<file path="src/rtl/sub_pkg.sv">
// Shared definitions for the nibble-serial borrow-lookahead subtractor.
package sub_pkg;
   localparam int NIBBLE_W = 4;

   typedef enum logic [1:0] {
      IDLE = 2'd0,
      RUN  = 2'd1,
      DONE = 2'd2
   } sub_state_t;
endpackage

</file>
<file path="src/rtl/borrowlookahead_4.sv">
// Combinational 4-bit borrow-lookahead subtract slice: diff = a - b - bi.
module borrowlookahead_4 (
   input  logic [3:0] a,
   input  logic [3:0] b,
   input  logic       bi,
   output logic [3:0] diff,
   output logic       bo
);
   logic [3:0] g, p;
   logic [4:0] br;

   assign g = ~a & b;
   assign p = ~(a ^ b);

   // All borrows expanded to two-level form so none waits on its neighbour.
   assign br[0] = bi;
   assign br[1] = g[0] | (p[0] & bi);
   assign br[2] = g[1] | (p[1] & g[0]) | (p[1] & p[0] & bi);
   assign br[3] = g[2] | (p[2] & g[1]) | (p[2] & p[1] & g[0])
                | (p[2] & p[1] & p[0] & bi);
   assign br[4] = g[3] | (p[3] & g[2]) | (p[3] & p[2] & g[1])
                | (p[3] & p[2] & p[1] & g[0]) | (p[3] & p[2] & p[1] & p[0] & bi);

   assign diff = a ^ b ^ br[3:0];
   assign bo   = br[4];
endmodule

</file>
<file path="src/rtl/borrowlookahead_serial_sub.sv">
// Nibble-serial subtractor D = X - Y - bin, one borrow-lookahead slice reused
// LSB nibble first. Define SUB_OVF_FLAG_EN to add the signed-overflow flag ovf.
module borrowlookahead_serial_sub
   import sub_pkg::*;
#(
   parameter  int NIBBLES = 4,
   localparam int W       = NIBBLE_W * NIBBLES
) (
   input  logic         clk,
   input  logic         rst_n,
   input  logic         in_valid,
   output logic         in_ready,
   input  logic [W-1:0] x,
   input  logic [W-1:0] y,
   input  logic         bin,
   output logic         out_valid,
   input  logic         out_ready,
   output logic [W-1:0] d,
`ifdef SUB_OVF_FLAG_EN
   output logic         ovf,
`endif
   output logic         bout
);
   localparam int CW = (NIBBLES > 1) ? $clog2(NIBBLES) : 1;

   sub_state_t state, state_nxt;
   logic [W-1:0]  xs, ys, res, next_res;
   logic [W+3:0]  res_cat;
   logic [CW-1:0] cnt;
   logic          br, last;
   logic [3:0]    slice_diff;
   logic          slice_bo;

   borrowlookahead_4 u_slice (
      .a    (xs[3:0]),
      .b    (ys[3:0]),
      .bi   (br),
      .diff (slice_diff),
      .bo   (slice_bo)
   );

   // New nibble enters at the MSB end; after NIBBLES shifts it is LSB-aligned.
   assign res_cat  = {slice_diff, res};
   assign next_res = res_cat[W+3:NIBBLE_W];
   assign last     = (cnt == CW'(NIBBLES - 1));

   always_ff @(posedge clk) begin
      if (!rst_n) state <= IDLE;
      else        state <= state_nxt;
   end

   always_comb begin
      state_nxt = state;
      in_ready  = 1'b0;
      out_valid = 1'b0;
      unique case (state)
         IDLE: begin
            in_ready = 1'b1;
            if (in_valid) state_nxt = RUN;
         end
         RUN:  if (last) state_nxt = DONE;
         DONE: begin
            out_valid = 1'b1;
            if (out_ready) state_nxt = IDLE;
         end
         default: state_nxt = IDLE;
      endcase
   end

   always_ff @(posedge clk) begin
      if (!rst_n) begin
         xs   <= '0;
         ys   <= '0;
         res  <= '0;
         cnt  <= '0;
         br   <= 1'b0;
         d    <= '0;
         bout <= 1'b0;
`ifdef SUB_OVF_FLAG_EN
         ovf  <= 1'b0;
`endif
      end else begin
         case (state)
            IDLE: if (in_valid) begin
               xs  <= x;
               ys  <= y;
               br  <= bin;
               cnt <= '0;
            end
            RUN: begin
               xs  <= xs >> NIBBLE_W;
               ys  <= ys >> NIBBLE_W;
               res <= next_res;
               br  <= slice_bo;
               cnt <= cnt + 1'b1;
               if (last) begin
                  d    <= next_res;
                  bout <= slice_bo;
`ifdef SUB_OVF_FLAG_EN
                  // On the last edge the slice holds the top nibble, so bit 3 is the sign.
                  ovf  <= (xs[3] ^ ys[3]) & (slice_diff[3] ^ xs[3]);
`endif
               end
            end
            default: ;
         endcase
      end
   end
endmodule

</file>
<file path="config.mk">
export PLATFORM = sky130hd
export DESIGN_NAME = borrowlookahead_serial_sub
export DESIGN_NICKNAME = d
export VERILOG_FILES = /design/src/rtl/sub_pkg.sv /design/src/rtl/borrowlookahead_4.sv /design/src/rtl/borrowlookahead_serial_sub.sv
export SDC_FILE = /design/constraint.sdc
export NUM_CORES = 1
export LEC_CHECK = 0
export ABC_AREA = 1
export BUFFER_PORTS_ARGS = -buffer_cell sky130_fd_sc_hd__buf_2
export CORE_MARGIN = 2
export CORE_UTILIZATION = 50
export DETAILED_ROUTE_END_ITERATION = 10
export PLACE_DENSITY = 0.79
export SETUP_SLACK_MARGIN = 0.4
export SLEW_MARGIN = 10
export SYNTH_ARGS = -nofsm -noshare
export SYNTH_HDL_FRONTEND = slang
export SYNTH_SLANG_ARGS = --single-unit
</file>
<file path="constraint.sdc">
create_clock -name clk -period 1.55 [get_ports clk]
set_input_delay 0.31 -clock clk [delete_from_list [all_inputs] [get_ports clk]]
set_output_delay 0.31 -clock clk [all_outputs]
set_load 0.005 [all_outputs]
</file>
==> out/metrics.csv, run 1 <==
stage,metric,value,unit
run_status,status,"complete, no violations",
global_routing,grt_overflow,0,
power,pwr-share-seq,43.3,%
placed_design,place.port_buffers,55,
timing,rsz0062_at_grt,yes,
timing,worst_pin_slew,0.287,ns
routing,top_layer_used,met4,
synthesis,post-synth-top-count-cell,dfxtp_1,
synthesis,ys_ff_latch,66,
routing,vias,2611,
flow_run,cap_violations,0,
clock_tree,clk_latency,0.36,ns
clock_tree,cts-buffers-inserted,9,
timing,finClkSkew,0.00864,ns
die,core_area,0.00514,mm2
placed_design,place_hpwl,3.93,mm
global_routing,grtUsageTotal,22.9,%
synthesis,avgSynthCellArea,8.19,um2
finish,fill_cells,380,
global_routing,grt_pass1_vias,2279,
routing,met3_length,414,um
synthesis,ys.flop_type,dfxtp_1,
clock_tree,hold_buffers,0,
synthesis,synth-edff-count,0,
finish,area_growth,44.3,%
power,comb_power_share,16.4,%
finish,drive_gt1_share,42.4,%
clock_tree,cts_tree,yes,
finish,multi_input_area,0.00148,mm2
die,std_cell_rows,26,
clock_tree,root_buffer,clkbuf_8,
clock_tree,htreeDepth,3,
synthesis,syn-instance-count,327,
routing,post_drt_wl_per_cell,16.2,um
global_routing,grt_max_degree,37,
routing,dr.pass1.iters,4,
timing,final-max-slew-violation-count,0,
timing,fin_crit,1.34,ns
clock_tree,clkSinkCount,66,
clock_tree,cts_buffer_depth,2,
setup_path,cp-end-kind,flip-flop,
routing,drc,0,
synthesis,ys_types,30,
synthesis,synth_common_cells,"dfxtp_1 (66), a21oi_1 (56), nand2_1 (38)",
die,initial_core_util,52.1,%
die,dieArea,0.00596,mm2
die,die_x,77.2,um
synthesis,async_reset_ff_share,0,%
routing,detail_route.iter0.violations,172,
power,p_int,0.00324,W
setup_path,cp-start-kind,flip-flop,
placed_design,routabilityCongestion,0.806,
routing,drt-total-wl,7.60,mm
routing,wl_met1,2.98,mm
power,power_density,1130,mW/mm2
synthesis,synthesis.area,0.00268,mm2
synthesis,synth_top_area_cell,dfxtp_1,
timing,finalHoldViolCount,0,
timing,finalCritPeriodShare,86.7,%
timing,worst_slew_margin_rel,80.9,%
power,p_total,0.00438,W
synthesis,synth_top_area_share,49.3,%
timing,tns,0,ns
worst_hold_path,hold_class,primary input to flip-flop,
die,pin_count,56,
synthesis,yosysWarnings,0,
power,peakVddDrop,1.00,mV
timing,timing.fmax,744,MHz
routing,met2_length,3.92,mm
power,cellLeakagePower,1.64,nW
power,clkPwrFrac,40.2,%
setup_path,crit_required,1.79,ns
finish,antenna_cells,0,
global_routing,antenna_found_initial,0,
global_routing,grt_pass1_wl,10.5,mm
power,p_switching,0.00114,W
finish,final-seq-area,0.00135,mm2
synthesis,synthTopCellsByArea,"dfxtp_1 (49%), a21oi_1 (10%), o22ai_1 (5.6%)",
routing,vias_per_cell,5.57,
routing,ant_nets,0,
power,p_sw_share,26.1,%
clock_tree,clkTransAtPathRegs,0.07,ns
setup_path,worstPathArrival,1.58,ns
finish,nNetsFinal,438,
timing,setup_violations,0,
synthesis,ys_seq_area_share,49.3,%
setup_path,worstSetupPathType,flip-flop to flip-flop,
synthesis,synth_fp_nets,370,
die,die_y,77.2,um
setup_path,path_max_fanout,3,
==> logic make-up after synthesis <==
family                   share of synthesized area (%)
AO/OA/AOI/OAI                                     27.1
AND/OR/NAND/NOR                                   12.0
flip-flops                                        49.3
buffers and inverters                             8.18
adder cells (fa/ha/maj)                           3.08
XOR/XNOR                                         0.327
==> repair_timing <==
action,CTS,global route
buffers inserted,7,6
gates cloned,3,1
endpoints found under the setup margin,63,62
pin swaps,9,14
resized for setup,27,70
==> final cells by class <==
cell class,count,share of cell area (%)
clock buffers,10,3.56
clock inverters,5,2.65
inverters,26,2.91
multi-input cells,213,38.2
flip-flops and latches,66,34.8
well taps,70,2.27
repair buffers,79,15.6
==> layout by cell type, fill, tap and decap left out, drive strengths merged, types with 3 or more instances in the layout <==
cell    instances
a211oi          6
a21oi          56
buf            78
bufinv          3
clkbuf         11
dfxtp          66
ha              5
inv            26
nand2          40
nand3          10
nor2           22
o21ai          42
o22ai          24
==> sequential cells by signal (all words and copies together) (netlist names) <==
name   flops
xs        16
ys        16
d         16
state      2
cnt        2
res       12
br         1
bout       1
==> metrics by stage <==
step           hold WS [ns]  area, um2  setup WS, ns  utilization (%)  cells
2_1_floorplan         0.429       2730         0.347                -    327
3_3_place_gp          0.439       3060         0.198             59.6    437
3_5_place_dp          0.449       3060         0.144             59.6    437
4_1_cts               0.195       3520         0.226             68.5    462
5_1_grt               0.238       3860         0.136             75.2    469
6_report              0.216       3860         0.206             75.2    469
==> layer usage <==
metal  track usage [%]  up-vias
met5                 0        -
met4              12.0        0
met3              7.53       24
met2              35.3       92
met1              28.3     1225
li1                  -     1270
==> critical path, stage by stage (launching register included) <==
cell and delay, ns:
dfxtp_2 0.35, inv_2 0.04, ha_4 0.21, or2_4 0.24, nand3b_1 0.14, nand2_2 0.09
nor2_2 0.10, nor2_1 0.05
==> power by group through the flow <==
| stage | clock network, W | logic [W] | registers [W] |
|---|---|---|---|
| after global routing | 0.00186 | 0.000789 | 0.00191 |
| after floorplan | 0 | 0.000403 | 0.00189 |
| final | 0.00176 | 0.000721 | 0.00190 |
| after detailed placement | 0 | 0.000541 | 0.00191 |
| after global placement | 0 | 0.000527 | 0.00191 |
| after CTS | 0.00178 | 0.000582 | 0.00187 |
==> worst paths after layout <==
check / from / endpoint / slack [ns] / cells past startpoint
max reg2reg: xs[1] / br / 0.21 / 7
min reg2reg: res[6] / d[2] / 0.46 / 2
min: x[14] / xs[14] / 0.22 / 3
max: xs[1] / br / 0.21 / 7
(Power assumes the default switching activity.)
==> run 2: changes to the inputs <==
--- a/config.mk
+++ b/config.mk
@@ -5,12 +5,12 @@
 export SDC_FILE = /design/constraint.sdc
 export NUM_CORES = 1
 export LEC_CHECK = 0
-export ABC_AREA = 1
+export ABC_AREA = 0
 export BUFFER_PORTS_ARGS = -buffer_cell sky130_fd_sc_hd__buf_2
 export CORE_MARGIN = 2
 export CORE_UTILIZATION = 50
 export DETAILED_ROUTE_END_ITERATION = 10
-export PLACE_DENSITY = 0.79
+export PLACE_DENSITY = 0.78
 export SETUP_SLACK_MARGIN = 0.4
 export SLEW_MARGIN = 10
 export SYNTH_ARGS = -nofsm -noshare
==> out/metrics.csv, run 2 <==
stage,metric,value,unit,change
power,peakVddDrop,0.788,mV,-21%
die,die_x,83.5,um,+8.2%
finish,fill_cells,335,,-12%
finish,antenna_cells,0,,unchanged
setup_path,worstPathArrival,1.79,ns,+0.21 ns
synthesis,ys.flop_type,dfxtp_1,,
setup_path,path_max_fanout,4,,+1
synthesis,synthesis.area,0.00316,mm2,+18%
finish,final_common_cell,buf_2,,
worst_hold_path,hold_class,primary input to flip-flop,,
die,pin_count,56,,unchanged
global_routing,antenna_found_initial,0,,unchanged
routing,detail_route.iter0.violations,318,,+85%
power,cellLeakagePower,2.02,nW,+23%
finish,multi_input_area,0.00204,mm2,+38%
routing,dr.pass1.iters,5,,+1
routing,vias,3382,,+30%
finish,reg_top3,"d: 16 flops, xs: 16 flops, ys: 16 flops",,
run_status,status,"complete, no violations",,
timing,finalCritPeriodShare,96.7,%,+10 points
global_routing,grt_max_degree,29,,-22%
global_routing,grtUsageTotal,28.3,%,+5.5 points
synthesis,avgSynthCellArea,8.33,um2,+1.8%
clock_tree,cts_tree,yes,,
timing,rsz0062_at_grt,yes,,
setup_path,path_buf_inv,0,,-1
setup_path,critPathSlowestCell,dfxtp_1,,
timing,setup_violations,0,,unchanged
synthesis,ys_seq_area_share,41.8,%,-7.5 points
global_routing,grt_overflow,0,,unchanged
timing,worst_pin_slew,0.305,ns,+0.0184 ns
timing,finClkSkew,0.0106,ns,+0.00194 ns
clock_tree,cts-buffers-inserted,9,,unchanged
setup_path,path_delay_family,compound AO/OA/AOI/OAI gates,,
finish,final_cell_mix,"buf_2 (56), dfxtp_1 (52), nand2_1 (39)",,
flow_run,cap_violations,0,,unchanged
clock_tree,clk_latency,0.36,ns,about the same
global_routing,grt_pass1_wl,15.7,mm,+49%
setup_path,cp-end-kind,flip-flop,,
timing,timing.fmax,667,MHz,-10%
timing,fin_crit,1.50,ns,+0.154 ns
finish,area_growth,51.7,%,
synthesis,ys_types,41,,+37%
routing,post_drt_wl_per_cell,21.2,um,+31%
synthesis,synth_fp_nets,422,,+14%
finish,final_core_util,79.5,%,+4.3 points
global_routing,grt_use_met2,47.3,%,+12 points
setup_path,worstSetupPathType,flip-flop to flip-flop,,
global_routing,use_met3,6.03,%,-1.5 points
global_routing,busiest_layer,met2,,
global_routing,grtUsageMet1,35.8,%,+7.5 points
setup_path,crit_required,1.84,ns,+0.05 ns
routing,drt-total-wl,11.6,mm,+52%
synthesis,syn-instance-count,379,,+16%
die,initial_core_util,52.4,%,+0.32 points
finish,drive_gt1_share,49.5,%,+7.1 points
synthesis,synth-edff-count,0,,unchanged
synthesis,synth_common_cells,"dfxtp_1 (66), nand2_1 (58), inv_1 (29), o21ai_0 (29), nor2_1 (26)",,
finish,nNetsFinal,509,,+16%
placed_design,place.port_buffers,55,,unchanged
clock_tree,cts_buffer_depth,2,,unchanged
setup_path,max_stage_delay,0.44,ns,+0.09 ns
clock_tree,root_buffer,clkbuf_8,,
placed_design,placed_cells_incl_taps,491,,+12%
setup_path,reg2reg_slack,0.05,ns,-0.15 ns
clock_tree,htreeDepth,3,,unchanged
synthesis,synthTopCellsByArea,"dfxtp_1 (42%), nand2_1 (6.9%), a22o_1 (6.7%)",,
setup_path,cp-start-kind,flip-flop,,
die,die_y,83.5,um,+8.2%
finish,final-seq-area,0.00134,mm2,about the same
clock_tree,clkTransAtPathRegs,0.08,ns,about the same
synthesis,yosysWarnings,0,,unchanged
placed_design,routabilityCongestion,0.834,,+3.6%
synthesis,post-synth-top-count-cell,dfxtp_1,,
synthesis,synth_top_area_cell,dfxtp_1,,
setup_path,path_cells,ha_4 > o21a_1 > a211o_2 > a31oi_1,,
timing,worst_slew_margin_rel,79.7,%,-1.2 points
timing,final-max-slew-violation-count,0,,unchanged
power,power_density,969,mW/mm2,-15%
routing,vias_per_cell,6.19,,+11%
timing,holdWs,0.310,ns,+0.0939 ns
clock_tree,clkSinkCount,66,,unchanged
routing,drc,0,,unchanged
synthesis,ys_ff_latch,66,,unchanged
synthesis,async_reset_ff_share,0,%,unchanged
global_routing,grt_pass1_vias,3125,,+37%
die,core_area,0.00603,mm2,+17%
synthesis,synth_top_area_share,41.8,%,-7.5 points
finish,final_cells,546,,+16%
timing,finalHoldViolCount,0,,unchanged
timing,tns,0,ns,unchanged
placed_design,place_hpwl,4.67,mm,+19%
clock_tree,hold_buffers,0,,unchanged
die,dieArea,0.00697,mm2,+17%
die,std_cell_rows,28,,+7.7%
routing,ant_nets,0,,unchanged
-- run 2: cell types whose count changed after synthesis, sizes merged, moves of 8 or more --
cell    change
a21boi     +31
a21oi      -31
a22o       +24
o22ai      -24
nand2      +18
o21ai      -12
a21o       +10
nand2b     +10
nand3      -10
nand3b      +8
-- run 2: what timing repair did --
action,in CTS,in global routing
setup buffers,10,11
pin swaps,62,44
gates resized for setup,116,75
gates cloned,15,3
endpoints found under the setup margin,67,70
-- run 2: worst min-delay path: cells and delay by family --
kind            cells  cell delay, ns
compound gates      1            0.17
simple gates        1            0.04
buf+inv             1            0.11
-- run 2: area by class of cell --
| cell class | instances | share of cell area (%) |
|---|---|---|
| repair buffers | 101 | 20.3 |
| clock buffers | 10 | 2.87 |
| clock inverters | 6 | 1.85 |
| inverters | 30 | 2.45 |
| multi-input cells | 258 | 42.5 |
| flip-flops and latches | 66 | 28.0 |
| well taps | 75 | 1.96 |
-- run 2: stage by stage --
step / total power (W) / cell area, um2 / worst slack (ns)
floorplan: 0.00232 / 3220 / 0.201
global placement: 0.00246 / 3510 / 0.175
detailed placement: 0.00247 / 3510 / 0.145
CTS: 0.00437 / 4390 / 0.136
global route: 0.00477 / 4790 / 0.0560
finish: 0.00464 / 4790 / 0.0514
-- run 2: cells by family (layout without fill, tap and decap cells) --
group	after synthesis	in the layout	synth area share (%)
compound gates	136	136	29.3
xor+xnor	1	1	0.277
fa+ha+maj	6	6	2.61
buf+inv	60	147	9.79
flops	66	66	41.8
simple gates	110	115	16.2
-- run 2: per-layer routing --
metal  vias up  routed length, um
li1       1480                  -
met1      1637               4500
met2       214               5640
met3        51                911
met4         0                515
met5         -                  0
-- run 2: worst paths after layout --
check                 start        to  cells after the start
setup / recovery      ys[1]     d[15]                      4
hold / removal    out_ready  state[1]                      3
setup reg to reg      ys[1]     d[15]                      4
hold reg to reg        d[9]      d[9]                      2
-- run 2: report_power, final --
part / total (W) / internal [W] / switching (W)
clock network: 0.00171 / 0.000952 / 0.000753
registers: 0.00190 / 0.00179 / 0.000103
logic: 0.00104 / 0.000545 / 0.000498
==> run 3: changes to the inputs <==
--- a/config.mk
+++ b/config.mk
@@ -10,7 +10,7 @@
 export CORE_MARGIN = 2
 export CORE_UTILIZATION = 50
 export DETAILED_ROUTE_END_ITERATION = 10
-export PLACE_DENSITY = 0.78
+export PLACE_DENSITY_LB_ADDON = 0.3
 export SETUP_SLACK_MARGIN = 0.4
 export SLEW_MARGIN = 10
 export SYNTH_ARGS = -nofsm -noshare
==> out/metrics.csv, run 3 (synthesized netlist as in run 2, its figures left out) <==
stage,metric,value,unit,change
setup_path,critPathSlowestCell,dfxtp_2,,
clock_tree,clk_latency,0.36,ns,about the same
power,p_sw_share,29.4,%,+0.19 points
global_routing,grt_pass1_wl,15.9,mm,+1.4%
power,cellLeakagePower,2.10,nW,+4.1%
clock_tree,root_buffer,clkbuf_8,,
clock_tree,clkSinkCount,66,,unchanged
power,peakVddDrop,0.700,mV,-11%
power,p_int,0.00330,W,+0.35%
timing,fin_crit,1.51,ns,+0.0141 ns
die,dieArea,0.00697,mm2,unchanged
finish,fill_cells,321,,-4.2%
power,p_switching,0.00137,W,+1.3%
setup_path,path_cells,inv_2 > ha_4 > a211o_1 > a211o_2 > a31oi_1,,
setup_path,cp-end-kind,flip-flop,,
power,clkPwrFrac,36.4,%,-0.3 points
worst_hold_path,hold_class,primary input to flip-flop,,
timing,worst_slew_margin_rel,64.3,%,-15 points
timing,final-max-slew-violation-count,0,,unchanged
power,pwr-share-seq,40.7,%,about the same
finish,final_cell_mix,"buf_2 (55), dfxtp_1 (50), nand2_1 (46)",,
global_routing,grt_pass1_vias,3084,,-1.3%
placed_design,place.port_buffers,55,,unchanged
die,initial_core_util,52.4,%,unchanged
setup_path,path_depth,5,,+1
routing,post_drt_wl_per_cell,21.7,um,+2.4%
die,die_y,83.5,um,unchanged
die,core_area,0.00603,mm2,unchanged
die,die_x,83.5,um,unchanged
setup_path,reg2reg_slack,0.04,ns,about the same
finish,reg_top3,"d: 16 flops, xs: 16 flops, ys: 16 flops",,
setup_path,worstPathArrival,1.79,ns,about the same
setup_path,timing.rr.start,xs[0],,
run_status,status,"complete, no violations",,
routing,detail_route.iter0.violations,391,,+23%
flow_run,cap_violations,0,,unchanged
routing,drc,0,,unchanged
routing,dr.pass1.iters,5,,unchanged
setup_path,path_buf_inv,1,,+1
setup_path,path_max_fanout,2,,-2
finish,nNetsFinal,523,,+2.8%
setup_path,ff2ff_path_depth,5,,+1
clock_tree,htreeDepth,3,,unchanged
global_routing,grt_overflow,0,,unchanged
setup_path,crit_required,1.83,ns,about the same
placed_design,placed_cells_incl_taps,491,,unchanged
setup_path,crit_path_end,res[15],,
timing,setup_violations,0,,unchanged
finish,drive_gt1_share,50.3,%,+0.84 points
placed_design,place_hpwl,4.54,mm,-2.9%
setup_path,worstSetupPathType,flip-flop to flip-flop,,
clock_tree,cts_buffer_depth,2,,unchanged
clock_tree,cts_tree,yes,,
clock_tree,cts-buffers-inserted,9,,unchanged
timing,timing.fmax,661,MHz,-0.94%
routing,ant_nets,0,,unchanged
routing,vias,3472,,+2.7%
timing,finalHoldViolCount,0,,unchanged
setup_path,path_delay_family,compound AO/OA/AOI/OAI gates,,
global_routing,grtUsageTotal,28.9,%,+0.62 points
power,comb_power_share,22.8,%,+0.3 points
placed_design,routabilityCongestion,0.867,,+3.9%
clock_tree,hold_buffers,0,,unchanged
finish,antenna_cells,0,,unchanged
global_routing,antenna_found_initial,0,,unchanged
setup_path,cp-start-kind,flip-flop,,
setup_path,max_stage_delay,0.35,ns,-0.09 ns
setup_path,crit_start,xs[0],,
finish,final_common_cell,buf_2,,
finish,final_cells,560,,+2.6%
die,std_cell_rows,28,,unchanged
die,pin_count,56,,unchanged
power,power_density,955,mW/mm2,-1.5%
timing,finClkSkew,0.0110,ns,+0.000386 ns
finish,area_growth,55.0,%,
timing,tns,0,ns,unchanged
routing,vias_per_cell,6.20,,about the same
timing,finalCritPeriodShare,97.6,%,+0.91 points
routing,drt-total-wl,12.1,mm,+5.0%
global_routing,grt_max_degree,25,,-14%
clock_tree,clkTransAtPathRegs,0.09,ns,about the same
worst_hold_path,holdPathStages,4,,+1
setup_path,r2r_end,res[15],,
timing,rsz0062_at_grt,yes,,
timing,worst_pin_slew,0.535,ns,+0.230 ns
## run 3: timing repair
item / CTS / global route
pin swaps: 44 / 44
endpoints found under the setup margin: 66 / 72
resized for setup: 102 / 88
cloned: 15 / 0
buffers inserted: 21 / 17
## run 3: per-stage QoR
step	hold slack (ns)	utilization (%)	power, W	setup slack [ns]	area, um2
after floorplan	0.431	-	0.00232	0.201	3220
after CTS	0.267	74.3	0.00440	0.178	4480
after global routing	0.333	81.3	0.00479	0.0370	4900
after detailed placement	0.444	58.2	0.00247	0.143	3510
after global placement	0.440	58.2	0.00245	0.170	3510
final	0.316	81.3	0.00467	0.0372	4900
## run 3: worst min path at each step
stage               end  startpoint  slack (ns)
2_1_floorplan      d[0]      res[4]        0.43
3_3_place_gp      d[10]       d[10]        0.44
3_5_place_dp       d[8]        d[8]        0.44
4_1_cts        state[1]   out_ready        0.27
5_1_grt          xs[15]       x[15]        0.33
6_report         xs[15]       x[15]        0.32
## run 3: worst reg2reg max path, delay by kind of cell, from the launching register on
kind | cells | cell delay [ns]
flip-flops | 1 | 0.35
buffers and inverters | 1 | 0.06
AO/OA/AOI/OAI | 3 | 0.78
adder cells (fa/ha/maj) | 1 | 0.23
## run 3: layer usage
metal  share of wire, %  GRT usage, %
met1                 39          36.3
met2                 47          46.6
met5                  0             0
met3                8.6          7.81
met4                5.7          13.0
## run 3: area by class of cell
type | instances | area, um2 | share of cell area, %
clock buffer | 10 | 138 | 2.81
multi-input combinational | 256 | 2020 | 41.2
inverter | 30 | 125 | 2.56
sequential | 66 | 1350 | 27.5
clock inverter | 6 | 90.1 | 1.84
timing repair buffer | 117 | 1080 | 22.1
tap | 75 | 93.8 | 1.92
## run 3: power by group through the flow
stage	Combinational, W	Clock [W]	Sequential, W
2_1_floorplan	0.000441	0	0.00188
3_3_place_gp	0.000564	0	0.00189
3_5_place_dp	0.000576	0	0.00190
4_1_cts	0.000865	0.00167	0.00187
5_1_grt	0.00112	0.00176	0.00191
6_report	0.00107	0.00170	0.00190
